[src/rtl/bus_arbiter.sv]
// bus_arbiter: round-robin arbiter sharing one 8-bit data / 10-bit address memory port among NUM_CORES cores.
// Ports: clk, reset (async active-low); grant_request/req_rw/req_addr/req_wdata per-core requests (packed by core);
//        grant_given one-hot completion pulse, rdata broadcast read data; mem_req/mem_rw/mem_addr/mem_wdata to memory,
//        mem_rdata/mem_ready from memory; owner = core being served; busy = ACCESS or GRANT.
// Optional: define ARB_TIMEOUT_EN to add a mem_ready timeout and the sticky bus_error output.
module bus_arbiter #(
   parameter int NUM_CORES      = 4,
   parameter int IDX_W          = $clog2(NUM_CORES),
   parameter int TIMEOUT_CYCLES = 16
) (
   input  logic                    clk,
   input  logic                    reset,
   input  logic [NUM_CORES-1:0]    grant_request,
   input  logic [NUM_CORES-1:0]    req_rw,
   input  logic [NUM_CORES*10-1:0] req_addr,
   input  logic [NUM_CORES*8-1:0]  req_wdata,
   output logic [NUM_CORES-1:0]    grant_given,
   output logic [7:0]              rdata,
   output logic                    mem_req,
   output logic                    mem_rw,
   output logic [9:0]              mem_addr,
   output logic [7:0]              mem_wdata,
   input  logic [7:0]              mem_rdata,
   input  logic                    mem_ready,
   output logic [IDX_W-1:0]        owner,
   output logic                    busy
`ifdef ARB_TIMEOUT_EN
   ,
   output logic                    bus_error
`endif
);
   typedef enum logic [1:0] {IDLE, ACCESS, GRANT} state_t;
   localparam logic [NUM_CORES-1:0] ONE = NUM_CORES'(1);
   state_t state, state_nxt;
   logic [IDX_W-1:0] rr_last, rr_nxt, owner_nxt, sel, idx;
   logic [NUM_CORES-1:0] gnt_nxt;
   logic [7:0] rdata_nxt, wdata_nxt;
   logic [9:0] addr_nxt;
   logic found, done, req_nxt, rw_nxt, busy_nxt;
`ifdef ARB_TIMEOUT_EN
   localparam int CW = $clog2(TIMEOUT_CYCLES + 1);
   logic [CW-1:0] cnt, cnt_nxt;
   logic err_nxt, expired;
   assign expired = !mem_ready && cnt == CW'(TIMEOUT_CYCLES - 1);
   assign done = mem_ready || expired;
`else
   logic unused_timeout;
   assign unused_timeout = ^TIMEOUT_CYCLES;
   assign done = mem_ready;
`endif
   // Cyclic search from rr_last+1: scanning the farthest candidate first lets the nearest one win.
   always_comb begin
      sel = '0;
      idx = '0;
      found = 1'b0;
      for (int k = NUM_CORES; k >= 1; k--) begin
         idx = IDX_W'((int'(rr_last) + k) % NUM_CORES);
         if (grant_request[idx]) begin
            sel = idx;
            found = 1'b1;
         end
      end
   end
   always_comb begin
      state_nxt = state;
      rr_nxt    = rr_last;
      owner_nxt = owner;
      gnt_nxt   = grant_given;
      rdata_nxt = rdata;
      req_nxt   = mem_req;
      rw_nxt    = mem_rw;
      addr_nxt  = mem_addr;
      wdata_nxt = mem_wdata;
      busy_nxt  = busy;
`ifdef ARB_TIMEOUT_EN
      cnt_nxt   = cnt;
      err_nxt   = bus_error;
`endif
      case (state)
         IDLE: if (found) begin
            owner_nxt = sel;
            rw_nxt    = req_rw[sel];
            addr_nxt  = req_addr[sel*10 +: 10];
            wdata_nxt = req_wdata[sel*8 +: 8];
            req_nxt   = 1'b1;
            busy_nxt  = 1'b1;
            state_nxt = ACCESS;
`ifdef ARB_TIMEOUT_EN
            cnt_nxt   = '0;
`endif
         end
         ACCESS: begin
`ifdef ARB_TIMEOUT_EN
            cnt_nxt = cnt + 1'b1;
            if (expired) begin
               rdata_nxt = 8'hFF;
               err_nxt   = 1'b1;
            end
`endif
            if (done) begin
               req_nxt   = 1'b0;
               rdata_nxt = (mem_ready && !mem_rw) ? mem_rdata : rdata_nxt;
               gnt_nxt   = ONE << owner;
               rr_nxt    = owner;
               state_nxt = GRANT;
            end
         end
         GRANT: begin
            gnt_nxt   = '0;
            busy_nxt  = 1'b0;
            state_nxt = IDLE;
         end
         default: state_nxt = IDLE;
      endcase
   end
   always_ff @(posedge clk or negedge reset) begin
      if (!reset) begin
         state       <= IDLE;
         rr_last     <= IDX_W'(NUM_CORES - 1);
         owner       <= '0;
         grant_given <= '0;
         rdata       <= '0;
         mem_req     <= 1'b0;
         mem_rw      <= 1'b0;
         mem_addr    <= '0;
         mem_wdata   <= '0;
         busy        <= 1'b0;
`ifdef ARB_TIMEOUT_EN
         cnt         <= '0;
         bus_error   <= 1'b0;
`endif
      end else begin
         state       <= state_nxt;
         rr_last     <= rr_nxt;
         owner       <= owner_nxt;
         grant_given <= gnt_nxt;
         rdata       <= rdata_nxt;
         mem_req     <= req_nxt;
         mem_rw      <= rw_nxt;
         mem_addr    <= addr_nxt;
         mem_wdata   <= wdata_nxt;
         busy        <= busy_nxt;
`ifdef ARB_TIMEOUT_EN
         cnt         <= cnt_nxt;
         bus_error   <= err_nxt;
`endif
      end
   end
endmodule
[config.mk]
export PLATFORM = sky130hd
export DESIGN_NAME = bus_arbiter
export DESIGN_NICKNAME = d
export VERILOG_FILES = /design/src/rtl/bus_arbiter.sv
export SDC_FILE = /design/constraint.sdc
export NUM_CORES = 1
export LEC_CHECK = 0
export CORE_MARGIN = 2
export CORE_UTILIZATION = 39
export DETAILED_ROUTE_END_ITERATION = 8
export GPL_TIMING_DRIVEN = 1
export PLACE_DENSITY = 0.8
export SLEW_MARGIN = 20
export SYNTH_ARGS = -nofsm -noshare
export SYNTH_HDL_FRONTEND = slang
export SYNTH_SLANG_ARGS = --single-unit
[constraint.sdc]
create_clock -name clk -period 2.2 [get_ports clk]
set_input_delay 0.33 -clock clk [delete_from_list [all_inputs] [get_ports clk]]
set_output_delay 0.33 -clock clk [all_outputs]
set_load 0.05 [all_outputs]
==> results.txt, run 1 <==
* Result of the run: completed
- Count of endpoints failing setup in the final report: 0
- The mapped netlist covers about 0.0023 mm².
* Total core area: between 0.005 and 0.006 mm²
- Worst Path Required: between 2000 and 2500 ps
- The worst path in the final design needs a cycle of 1970 ps, including I/O delays and setup.
- The detail route stage leaves a number of antenna-violating nets equal to 0.
* Setup ws final: 234 ps
- Initial antenna violation count: 0
* Area share of the largest cell type after synthesis: 39.8%
- Data arrives at the worst endpoint at 2090 ps.
* Maximum fanout encountered on the critical timing path: 9
* Largest voltage drop on the vdd net: approximately 0.0009 V
* Worst-skew pair later-pin latency: 290 ps
- Hold_buf cts: 0
* Core occupancy in the finished layout: between 60% and 70%
- Leading post-synthesis cells by instance count: sky130_fd_sc_hd__dfrtp_1, sky130_fd_sc_hd__nor2_1, sky130_fd_sc_hd__inv_1
- Setup repair after global routing missed its margin: false
- The placed instances occupy a cell area of between 0.003 and 0.004 mm².
* R2R setup slack: around 410 ps
- Root Buffer Master: sky130_fd_sc_hd__clkbuf_8
- The critical path goes through clkdlybuf4s50_1 -> or2_0 -> a311oi_1 -> nand2_1 -> buf_4 -> a211oi_1 -> a211oi_1.
* Drt wl/cell: between 10 and 15 µm
- Sequential element share of the synthesized area: 42.1%
- Main flop type after synthesis: sky130_fd_sc_hd__dfrtp_1
* Maximum number of pins on one net before global-route repair: 40
* Via Count: 2246
* Number of inserted filler cells in the final layout: between 400 and 500
- The first global-routing pass estimated 10600 µm of wire.
- The critical path crosses 7 cells after its start point.
- Critical path endpoint category: flip-flop
- The first TritonRoute pass finished after 4 iterations.
* Diodes inserted: 0
- Max-cap violations in this run came to 0.
- Post-CTS timing repair inserted 0 buffers for setup.
- Once detailed placement completed, the half-perimeter wirelength came to between 4000 and 5000 µm.
- Counting every sink on the clock net gives 39.
- After detailed routing, the number of vias per cell comes to between 5 and 6.
* Largest cells by area after synthesis: sky130_fd_sc_hd__dfrtp_1, sky130_fd_sc_hd__a211oi_2, sky130_fd_sc_hd__mux2i_1, sky130_fd_sc_hd__a211oi_1, sky130_fd_sc_hd__a31oi_1
- In this design, the largest share of critical-path delay is due to buffers and inverters.
- In the final layout, the share of cells above drive strength 1 is about an eighth.
* Maximum clock frequency: approximately 510 MHz
* Global routing usage summed across all routing layers: a little over a fifth
* Post-route cell area: around 0.0038 mm²
* Slew at the pin closest to its max-slew limit: 859 ps
- DRC violation total after the first TritonRoute iteration: 81
* Cell type with the highest occurrence count on the critical path: sky130_fd_sc_hd__a211oi_1
- Async set or reset register ratio after synthesis: 100%
- Counting flops and latches in the post-synthesis netlist gives 39.
- Worst-case setup slack after placement: -368 ps
- The number of global-route vias before repair is around 2300.
- At the end of routability-driven placement, the weighted congestion stood at 0.773.
* Clock tree from TritonCTS: done
- The setup path with the least slack is of type in -> reg.
- In this run, distinct cell masters in the synthesized netlist total 33.
- Input/output buffers: about 130
- Leakage power total: approximately 1.5 nW
* Worst-path clk slew: ~70 ps
* Final Power: approximately 5.2 mW
- The number of clock buffers added by TritonCTS is 5.
- In this run the horizontal extent of the chip is 81.2 µm.
* Slew HR: a little over two fifths
- The endpoint identified for the worst register-to-register timing path is mem_addr[0].
- Measured in cells, the most critical reg-to-reg path has a length of 5.
- Max stage delay cell, worst path: sky130_fd_sc_hd__clkdlybuf4s50_1
- Synthesized Nets: 324
- CTS HTree Levels: 2
- The number of hold-slack violations in the final timing report came to 0.
- DIE AREA: between 0.006 and 0.007 mm²
* Count of warnings emitted by yosys: 0
* Worst r2r src: rr_last[0]
- Most frequently used cell type in the post-synthesis netlist: sky130_fd_sc_hd__dfrtp_1
* Biggest area consumer among synthesized cells: sky130_fd_sc_hd__dfrtp_1
- For this block, the routed nets add up to 6500 µm of wire.
- The tightest min-delay check is of the in -> async type.
- No sink is reached through more buffers than the 2 on the longest clock path.
- Area occupied by registers: 978 µm²
* Area added between synthesis and finish: 62.2%
- Initial core utilization: around two fifths
* Cells after synthesis: roughly 230
- Final layout net count: 449
* Number of standard-cell rows in the floorplan: 28
- The multi-input combinational cells in the finished layout cover a total of roughly 0.0012 mm².
- Syn_area_per_cell: 9.97 µm²
- The worst path uses roughly nine tenths of the clock period.
* Largest stage delay on the critical path: ~500 ps
- Number of primary I/O pins: around 130
- Measured along the y axis, the die boundary spans 81.2 µm.
- Clock skew on the completed layout was measured at between 8 and 9 ps.
- The critical path contains buffers and inverters numbering 2 combined.
- Adding up every negative setup slack in the final design gives 0 ps.
* Count of flip-flops with a built-in enable after synthesis: 0
- Detailed-route DRC error count: 0
- The worst setup path is launched from a primary input.
- Count of pins over their slew limit: 0
* Total grt overflow: 0
- Dividing total power by cell area gives a power density of between 1000 and 1500 mW/mm².
## stage by stage
stage,cells,hold WS (ps)
floorplan,233,34.4
global placement,426,467
detailed placement,426,477
CTS,434,179
global route,434,238
finish,434,159
## worst register-to-register path: stages (launching register included)
cell,delay (ps)
sky130_fd_sc_hd__dfstp_2,560
sky130_fd_sc_hd__nand2b_1,130
sky130_fd_sc_hd__a311oi_1,120
sky130_fd_sc_hd__buf_4,160
sky130_fd_sc_hd__nor2b_4,490
sky130_fd_sc_hd__a211oi_1,180
## routing by layer
metal  track usage (%)  up-vias  share of wire, %
met3              5.33       14               7.5
met2              37.7       85                50
met5                 0        -                 0
met4              7.80        0               2.0
li1                  -     1088                 -
met1              23.5     1059                40
## cell type report
class                      instances  area share (%)
timing repair buffer             137            36.1
multi-input combinational        152            31.0
inverter                          23            2.29
clock buffer                       7            2.03
clock inverter                     1           0.133
sequential                        39            26.0
tap                               75            2.49
## sequential cells by signal (all words and copies together), names as in the netlist
signal	cells
mem_rw	1
mem_addr	10
busy	1
grant_given	4
owner	2
rr_last	2
rdata	8
mem_req	1
mem_wdata	8
state	2
## cells by family (layout without fill, tap and decap cells)
group           Yosys count  in the layout  share of synthesized area [%]
mux                      28             28                           12.5
buf+inv                  42            168                           8.45
flops                    39             39                           42.1
simple gates             48             48                           10.3
compound gates           76             76                           26.6
## power by group
part           internal (mW)  switching (mW)
clock                  0.222           0.229
sequential              1.08           0.258
combinational           1.31            2.10
total                   2.61            2.58
## worst max path at each step
| stage | start | slack [ps] | to |
|---|---|---|---|
| finish | grant_request[1] | 230 | mem_addr[0] |
| global route | grant_request[1] | 120 | mem_wdata[2] |
| CTS | mem_rw | 230 | mem_rw |
| detailed placement | grant_request[1] | -370 | mem_addr[0] |
| global placement | grant_request[1] | -280 | mem_addr[1] |
| floorplan | rr_last[1] | 510 | mem_addr[4] |
## layout by cell type (no fill, tap or decap), types with 4 or more instances in the layout
cell type / Yosys / routed
sky130_fd_sc_hd__clkdlybuf4s50_1: 0 / 124
sky130_fd_sc_hd__nor2_1: 28 / 28
sky130_fd_sc_hd__mux2_1: 9 / 9
sky130_fd_sc_hd__a211oi_1: 19 / 19
sky130_fd_sc_hd__nand2b_1: 4 / 4
sky130_fd_sc_hd__nand2_1: 6 / 6
sky130_fd_sc_hd__a31oi_1: 20 / 20
sky130_fd_sc_hd__a21oi_1: 4 / 4
sky130_fd_sc_hd__clkbuf_8: 0 / 5
sky130_fd_sc_hd__o21ai_0: 7 / 6
sky130_fd_sc_hd__dfrtp_1: 37 / 37
sky130_fd_sc_hd__buf_4: 1 / 10
sky130_fd_sc_hd__mux2i_1: 19 / 19
sky130_fd_sc_hd__inv_1: 22 / 22
sky130_fd_sc_hd__a211oi_2: 19 / 19
## repair_timing
item                                    in CTS  in global routing
resized for setup                            1                  0
endpoints found under the setup margin      16                  0
hold endpoints to repair                     0                  0
(Power assumes the default switching activity.)
==> inputs of run 2 (changes only) <==
--- a/config.mk
+++ b/config.mk
@@ -5,11 +5,12 @@
 export SDC_FILE = /design/constraint.sdc
 export NUM_CORES = 1
 export LEC_CHECK = 0
+export ABC_AREA = 1
 export CORE_MARGIN = 2
-export CORE_UTILIZATION = 39
+export CORE_UTILIZATION = 42
 export DETAILED_ROUTE_END_ITERATION = 8
 export GPL_TIMING_DRIVEN = 1
-export PLACE_DENSITY = 0.8
+export PLACE_DENSITY = 0.82
 export SLEW_MARGIN = 20
 export SYNTH_ARGS = -nofsm -noshare
 export SYNTH_HDL_FRONTEND = slang
==> results.txt, run 2 <==
* Worst-skew pair later-pin latency: 290 ps (about the same)
- The master cell of the clock root buffer is sky130_fd_sc_hd__clkbuf_8 (unchanged).
* Global routing usage summed across all routing layers: 21.4% (was 20.8%)
- Result of the run: completed (unchanged).
- The startpoint type of the worst setup path is a flip-flop (was primary input).
- The netlist area before placement is 0.00267 mm² (was 0.00232 mm²).
- Leading registers by flop count: mem_addr x10, mem_wdata x8, rdata x8 (unchanged).
* Post-route cell area: 0.00417 mm² (was 0.00377 mm²)
- The detailed-routed wire length on met2 is 3640 µm (was 3280 µm).
- The number of remaining DRC errors is 0 (unchanged).
- The number of antenna violations at the first check in global routing came to 0 (unchanged).
* Most frequent cells in the layout: sky130_fd_sc_hd__nand2_1, sky130_fd_sc_hd__clkdlybuf4s50_1, sky130_fd_sc_hd__inv_1 (was sky130_fd_sc_hd__clkdlybuf4s50_1, sky130_fd_sc_hd__dfrtp_1, sky130_fd_sc_hd__nor2_1)
- Drt wl/cell: 12.2 µm (was 15.0 µm)
- Final period util: 92.0% (was 89.3%)
- R2r endpoint: mem_wdata[7] (was mem_addr[0])
* Area occupied by registers: 978 µm² (unchanged)
- The aggregate global routing overflow is 0 (unchanged).
* Total of max-cap violations: 0 (unchanged)
* Number of standard cells in the layout, taps in and fillers out: 615 (was 434)
- The worst setup timing slack at the placement stage is 38.1 ps (was -368 ps).
- Total iterations of the first detailed-routing run: 4 (unchanged)
- The level count of the clock H-tree is 2 (unchanged).
* Worst R2R Path Depth: 13 (was 5)
- Wl on met1: 3190 µm (was 2610 µm)
- Placed instance count: 606 (was 426)
* Initial core utilization: 42.8% (was 39.7%)
- Core occupancy in the finished layout: 66.7% (was 64.4%)
* Cells after synthesis: 412 (was 233)
- Final layout net count: 628 (was 449)
- The critical path arrival was 2200 ps (was 2090 ps).
* Sequential element share of the synthesized area: 36.6% (was 42.1%)
* Number of standard-cell rows in the floorplan: 29 (was 28)
* Most common library cell in the layout ignoring fill and taps: sky130_fd_sc_hd__nand2_1 (was sky130_fd_sc_hd__clkdlybuf4s50_1)
* Residual antenna-violating net count after detailed routing: 0 (unchanged)
- The post-cts hold buffer count came to 0 (unchanged).
* Routability cong.: 0.823 (was 0.773)
- The endpoint required time on the critical path was 2380 ps (was 2330 ps).
- The number of port buffers came to 125 (unchanged).
- Total clock sinks: 39 (unchanged)
- Final routed wirelength across all metal layers: 7470 µm (was 6500 µm)
* Global-route wire length before repair: 12400 µm (was 10600 µm)
* Setup ws final: 177 ps (was 234 ps)
* Final hold violation count: 0 (unchanged)
- The top achievable clock speed is 494 MHz (was 509 MHz).
- Leading post-synthesis cells by instance count: sky130_fd_sc_hd__nand2_1, sky130_fd_sc_hd__inv_1, sky130_fd_sc_hd__nand3_1 (was sky130_fd_sc_hd__dfrtp_1, sky130_fd_sc_hd__nor2_1, sky130_fd_sc_hd__inv_1).
- Maximum fanout encountered on the critical timing path: 21 (was 9)
- The post-synthesis area per instance was 6.48 µm² (was 9.97 µm²).
- The setup skew after layout is 5.02 ps (was 8.56 ps).
* Max Used Layer: met4 (unchanged)
- Critical path endpoint category: flip-flop (unchanged)
- The number of global-route vias before repair came to 2743 (was 2307).
* DIE AREA: 0.00701 mm² (was 0.00659 mm²)
- Maximum buffer depth of the clock tree: 2 (unchanged)
- Leakage power total: 2.24 nW (was 1.55 nW)
- The average vias per placed instance is 4.78 (was 5.18).
* Setup repair after global routing missed its margin: false (unchanged)
- The number of flip-flops under the largest register name was 10 (unchanged).
- Multi-input combinational cell area: 0.00124 mm² (was 0.00117 mm²)
- R2R setup slack: 180 ps (was 410 ps)
- Number of inserted filler cells in the final layout: 538 (was 498)
- Share of post-route cells with drive strength above 1: 8.18% (was 13.1%)
* Type of the most critical hold path: in -> async (unchanged)
- Largest cells by area after synthesis: sky130_fd_sc_hd__dfrtp_1, sky130_fd_sc_hd__nand2_1, sky130_fd_sc_hd__nand3_1, sky130_fd_sc_hd__inv_1, sky130_fd_sc_hd__mux2_2 (was sky130_fd_sc_hd__dfrtp_1, sky130_fd_sc_hd__a211oi_2, sky130_fd_sc_hd__mux2i_1, sky130_fd_sc_hd__a211oi_1, sky130_fd_sc_hd__a31oi_1)
* Largest voltage drop on the vdd net: 0.00111 V (was 0.000916 V)
- The cell with the most instances after synthesis was sky130_fd_sc_hd__nand2_1 (was sky130_fd_sc_hd__dfrtp_1).
- The post-synthesis cell type count is 25 (was 33).
- Biggest area consumer among synthesized cells: sky130_fd_sc_hd__dfrtp_1 (unchanged)
- Number of primary I/O pins: 126 (unchanged)
- Final Power: 7.25 mW (was 5.19 mW)
- Number of buffers added by the clock tree synthesis step: 5 (unchanged)
- Maximum number of pins on one net before global-route repair: 40 (unchanged)
- The async set-or-reset flop fraction in the synthesized netlist was 100% (unchanged).
* Total core area: 0.00624 mm² (was 0.00585 mm²)
* Slew at the pin closest to its max-slew limit: 837 ps (was 859 ps)
- Worst Hold Slack: 144 ps (was 159 ps)
* Slew HR: 44.2% (was 42.7%)
* Clock tree from TritonCTS: done (unchanged)
* Detailed Place HPWL: 5820 µm (was 4820 µm)
- Synthesized Nets: 503 (was 324)
- Count of pins over their slew limit: 0 (unchanged)
- The synthesis-to-layout area growth is 55.9% (was 62.2%).
- The total negative slack came to 0 ps (unchanged).
- The number of DRC markers in iteration 0 is 208 (was 81).
* Synthesized flop and latch total: 39 (unchanged)
* Main flop type after synthesis: sky130_fd_sc_hd__dfrtp_1 (unchanged)
- Register bank with the most flops: mem_addr (unchanged)
- Count of warnings emitted by yosys: 0 (unchanged)
* Count of endpoints failing setup in the final report: 0 (unchanged)
- The worst reg2reg path startpoint is rr_last[0] (unchanged).
* Setup CP Type: reg -> reg (was in -> reg)
* Die height: 83.8 µm (was 81.2 µm)
- Power density over the cells: 1740 mW/mm² (was 1380 mW/mm²)
- The top cell type's share of synthesized area is 34.7% (was 39.8%).
* Die width: 83.8 µm (was 81.2 µm)
- The final critical delay including setup and external delays came to 2020 ps (was 1970 ps).
- Diodes inserted: 0 (unchanged)
- The clock-pin slew on the worst setup and hold paths was 70 ps (about the same).
- The vias after detailed routing came to 2938 (was 2246).
* Placement Cell Area: 0.00402 mm² (was 0.00368 mm²)
- Count of flip-flops with a built-in enable after synthesis: 0 (unchanged)
* Met3 WL post-DR: 512 µm (was 489 µm)
-- run 2: changes by cell type after synthesis, sizes merged, moves of 4 or more --
cell    delta
a211oi    -38
a31oi     -19
inv       +67
mux2i     -19
nand2    +147
nand2b     -4
nand3     +81
nor2      -22
-- run 2: cells by family (layout without fill, tap and decap cells) --
| family | count (synthesis) | in the layout | synth area share, % |
|---|---|---|---|
| buffers and inverters | 109 | 235 | 17.0 |
| AO/OA/AOI/OAI | 12 | 12 | 2.81 |
| flip-flops | 39 | 39 | 36.6 |
| AND/OR/NAND/NOR | 244 | 244 | 40.1 |
| multiplexers | 8 | 8 | 3.37 |
-- run 2: worst max-delay path, cell delays in order, from the launching register on --
cell	delay [ps]
sky130_fd_sc_hd__dfstp_2	640
sky130_fd_sc_hd__buf_4	150
sky130_fd_sc_hd__nand2_1	50
sky130_fd_sc_hd__nand2_1	80
sky130_fd_sc_hd__nand2_1	70
sky130_fd_sc_hd__nand2_1	80
sky130_fd_sc_hd__nand2_2	90
sky130_fd_sc_hd__nand3_4	90
sky130_fd_sc_hd__buf_4	240
sky130_fd_sc_hd__nand3_1	100
sky130_fd_sc_hd__nand3_1	130
sky130_fd_sc_hd__nand2_1	70
sky130_fd_sc_hd__nand2_1	50
sky130_fd_sc_hd__nand2_1	40
-- run 2: area by class of cell --
type                       count  area share (%)
clock buffer                   6            1.74
sequential                    39            23.5
inverter                      90            8.23
tap                           77            2.31
multi-input combinational    264            29.7
clock inverter                 2            1.44
timing repair buffer         137            33.1
-- run 2: report_power, final --
part           switching (mW)  total (mW)  internal, mW
registers               0.235        1.33          1.09
clock network           0.245       0.699         0.453
logic                    3.31        5.23          1.91
-- run 2: how the worst max path moves through the flow --
stage                startpoint      endpoint  slack [ps]
2_1_floorplan        rr_last[0]        mem_rw         400
3_3_place_gp   grant_request[1]  mem_wdata[7]         110
3_5_place_dp   grant_request[1]   mem_addr[9]          40
4_1_cts              rr_last[0]   mem_addr[9]         180
5_1_grt              rr_last[0]   mem_addr[9]          20
6_report             rr_last[0]  mem_wdata[7]         180
-- run 2: repair_timing --
item                       4_1_cts  5_1_grt
buffers inserted                 0        1
resized for setup                0        1
setup endpoints to repair        0        2
-- run 2: metal layers --
metal  vias to the layer above  track usage (%)
met3                        12             3.56
met5                         -                0
met4                         0             6.60
li1                       1490                -
met2                       119             35.2
met1                      1317             28.8
==> inputs of run 3 (changes only) <==
--- a/config.mk
+++ b/config.mk
@@ -11,6 +11,7 @@
 export DETAILED_ROUTE_END_ITERATION = 8
 export GPL_TIMING_DRIVEN = 1
 export PLACE_DENSITY = 0.82
+export SETUP_SLACK_MARGIN = 0.05
 export SLEW_MARGIN = 20
 export SYNTH_ARGS = -nofsm -noshare
 export SYNTH_HDL_FRONTEND = slang
==> results.txt, run 3 (synthesis gave the netlist of run 2 again) <==
* Result of the run: completed (unchanged)
* Number of inserted filler cells in the final layout: 538 (unchanged)
* Leakage power total: 2.25 nW (was 2.24 nW)
- CP arrival: 2180 ps (was 2200 ps)
- Total iterations of the first detailed-routing run: 4 (unchanged)
- The largest voltage drop on the vdd net is 0.00111 V (about the same).
- Worst-skew pair later-pin latency: 290 ps (about the same)
* Post-route cell area: 0.00417 mm² (about the same)
- Residual antenna-violating net count after detailed routing: 0 (unchanged)
- Most frequent cells in the layout: sky130_fd_sc_hd__nand2_1, sky130_fd_sc_hd__clkdlybuf4s50_1, sky130_fd_sc_hd__inv_1 (unchanged)
* Type of the most critical hold path: in -> async (unchanged)
- The number of remaining DRC errors is 0 (unchanged).
* Setup ws final: 196 ps (was 177 ps)
- Diodes inserted: 0 (unchanged)
- DRC violation total after the first TritonRoute iteration: 189 (was 208)
* Initial core utilization: 42.8% (unchanged)
* Maximum fanout encountered on the critical timing path: 21 (unchanged)
- The commonest non-fill, non-tap cell in the layout is sky130_fd_sc_hd__nand2_1 (unchanged).
* Final Skew: 5.06 ps (was 5.02 ps)
* Switching power as a share of total power: 52.3% (about the same)
* Area added between synthesis and finish: 56.1% (was 55.9%)
- Die height: 83.8 µm (unchanged)
* Routability cong.: 0.823 (unchanged)
* Slew HR: 44.1% (was 44.2%)
- Aggregate negative setup slack: 0 ps (unchanged)
- The core footprint came to 0.00624 mm² (unchanged).
- The multi-input gate area in the final layout came to 0.00124 mm² (unchanged).
* Worst Path Required: 2380 ps (about the same)
* Maximum number of pins on one net before global-route repair: 40 (unchanged)
- The net switching power figure is 3.80 mW (was 3.79 mW).
- Total grt overflow: 0 (unchanged)
- The net total in the final layout is 628 (unchanged).
- The HPWL after detailed placement was 5820 µm (unchanged).
- The number of top-level design ports was 126 (unchanged).
- The area of placed instances came to 0.00402 mm² (unchanged).
- The row count is 29 (unchanged).
* Final hold violation count: 0 (unchanged)
- Slew at the pin closest to its max-slew limit: 838 ps (was 837 ps)
- Drt wl/cell: 12.2 µm (about the same)
- The die area is 0.00701 mm² (unchanged).
- The number of antenna violations at the first check in global routing is 0 (unchanged).
- The type of the worst setup path is reg -> reg (unchanged).
- The fraction of power consumed by sequential logic was 18.3% (about the same).
- The total area of sequential cells came to 978 µm² (unchanged).
- Global-route wire length before repair: 12400 µm (unchanged)
- The number of port buffers came to 125 (unchanged).
* Per-cell via count in the routed design: 4.75 (was 4.78)
- The cell count of the worst reg-to-reg path is 15 (was 13).
- Total of max-cap violations: 0 (unchanged)
- The register with the most flip-flops was mem_addr (unchanged).
- Number of buffers added by the clock tree synthesis step: 5 (unchanged)
* Die width: 83.8 µm (unchanged)
- The vias after detailed routing was 2924 (was 2938).
* Setup repair after global routing missed its margin: false (unchanged)
- Total clock sinks: 39 (unchanged)
- The power density of the placed cells is 1740 mW/mm² (about the same).
- The post-route total power was 7.27 mW (was 7.25 mW).
* Count of endpoints failing setup in the final report: 0 (unchanged)
- The number of global-route vias before repair came to 2743 (unchanged).
* Critical path endpoint category: flip-flop (unchanged)
* Worst-path clk slew: 70 ps (about the same)
* Clock tree from TritonCTS: done (unchanged)
- The final critical delay including setup and external delays is 2000 ps (was 2020 ps).
- CTS HTree Levels: 2 (unchanged)
* Logic pwr share: 72.1% (about the same)
- The worst setup timing slack at the placement stage came to 38.1 ps (unchanged).
- Max reg flops: 10 (unchanged)
- The final critical-path share of the clock period came to 91.1% (was 92.0%).
* Maximum clock frequency: 499 MHz (was 494 MHz)
- The routed wire length came to 7510 µm (was 7470 µm).
- The aggregate global-route resource usage came to 21.4% (unchanged).
* Internal power: 3.47 mW (was 3.46 mW)
* Fraction of power consumed by the clock network: 9.6% (about the same)
- Maximum buffer depth of the clock tree: 2 (unchanged)
- Core occupancy in the finished layout: 66.8% (was 66.7%)
* Root Buffer Master: sky130_fd_sc_hd__clkbuf_8 (unchanged)
- Count of pins over their slew limit: 0 (unchanged)
- Share of post-route cells with drive strength above 1: 8.18% (unchanged)
* Leading registers by flop count: mem_addr x10, mem_wdata x8, rdata x8 (unchanged)
- The startpoint type of the worst setup path was a flip-flop (unchanged).
run 3: cell count changes in the layout (fill, tap and decap cells not counted):
| cell | before | now |
|---|---|---|
| sky130_fd_sc_hd__buf_4 | 8 | 7 |
| sky130_fd_sc_hd__buf_6 | 1 | 2 |
run 3: cell type report:
cell class | instances | area share [%]
tap | 77 | 2.31
inverter | 90 | 8.22
timing repair buffer | 137 | 33.1
clock inverter | 2 | 1.44
clock buffer | 6 | 1.74
multi-input combinational | 264 | 29.7
sequential | 39 | 23.5
run 3: worst max-delay path, cell delays in order (launching register included):
cell and delay [ps]:
sky130_fd_sc_hd__dfstp_2 640, sky130_fd_sc_hd__buf_4 150, sky130_fd_sc_hd__nand2_1 50, sky130_fd_sc_hd__nand2_1 80, sky130_fd_sc_hd__nand2_1 70, sky130_fd_sc_hd__nand2_1 80, sky130_fd_sc_hd__nand2_2 90, sky130_fd_sc_hd__nand2_4 90
sky130_fd_sc_hd__nand2_8 60, sky130_fd_sc_hd__nand2_4 80, sky130_fd_sc_hd__buf_12 160, sky130_fd_sc_hd__nand2_1 60, sky130_fd_sc_hd__nand3_1 110, sky130_fd_sc_hd__nand2_1 70, sky130_fd_sc_hd__nand2_1 50, sky130_fd_sc_hd__nand2_1 40
run 3: layer usage:
metal  up-vias  GRT usage, %  routed length (µm)  share of wire [%]
met1      1305          28.8                3200                 43
met5         -             0                   0                  0
met3        12          3.56                 527                7.0
met2       117          35.2                3660                 49
li1       1490             -                   -                  -
met4         0          6.60                 122                1.6
run 3: worst paths after layout:
check	to	slack, ps	start
worst min-delay path	rdata[0]	140	reset
min in group clk	mem_addr[9]	480	mem_addr[9]
max in group asynchronous	mem_addr[0]	1530	reset
worst max register to register	mem_wdata[7]	200	rr_last[0]
worst max-delay path	mem_wdata[7]	200	rr_last[0]
worst min register to register	mem_addr[9]	480	mem_addr[9]
run 3: power by group through the flow:
stage	sequential (mW)	combinational (mW)	clock (mW)
floorplan	2.35	2.62	0
global placement	1.33	5.07	0
detailed placement	1.34	5.20	0
CTS	1.33	5.21	0.710
global route	1.37	5.72	0.741
finish	1.33	5.24	0.698
run 3: what timing repair did:
item                                    in CTS  in global routing
endpoints found under the setup margin       0                 10
resized for setup                            0                  2
hold buffers                                 0                  0
buffers inserted                             0                  1
run 3: through the flow:
stage / cells / hold slack [ps]
5_1_grt: 615 / 202
2_1_floorplan: 412 / 34.4
3_5_place_dp: 606 / 465
3_3_place_gp: 606 / 460
6_report: 615 / 144
4_1_cts: 614 / 169
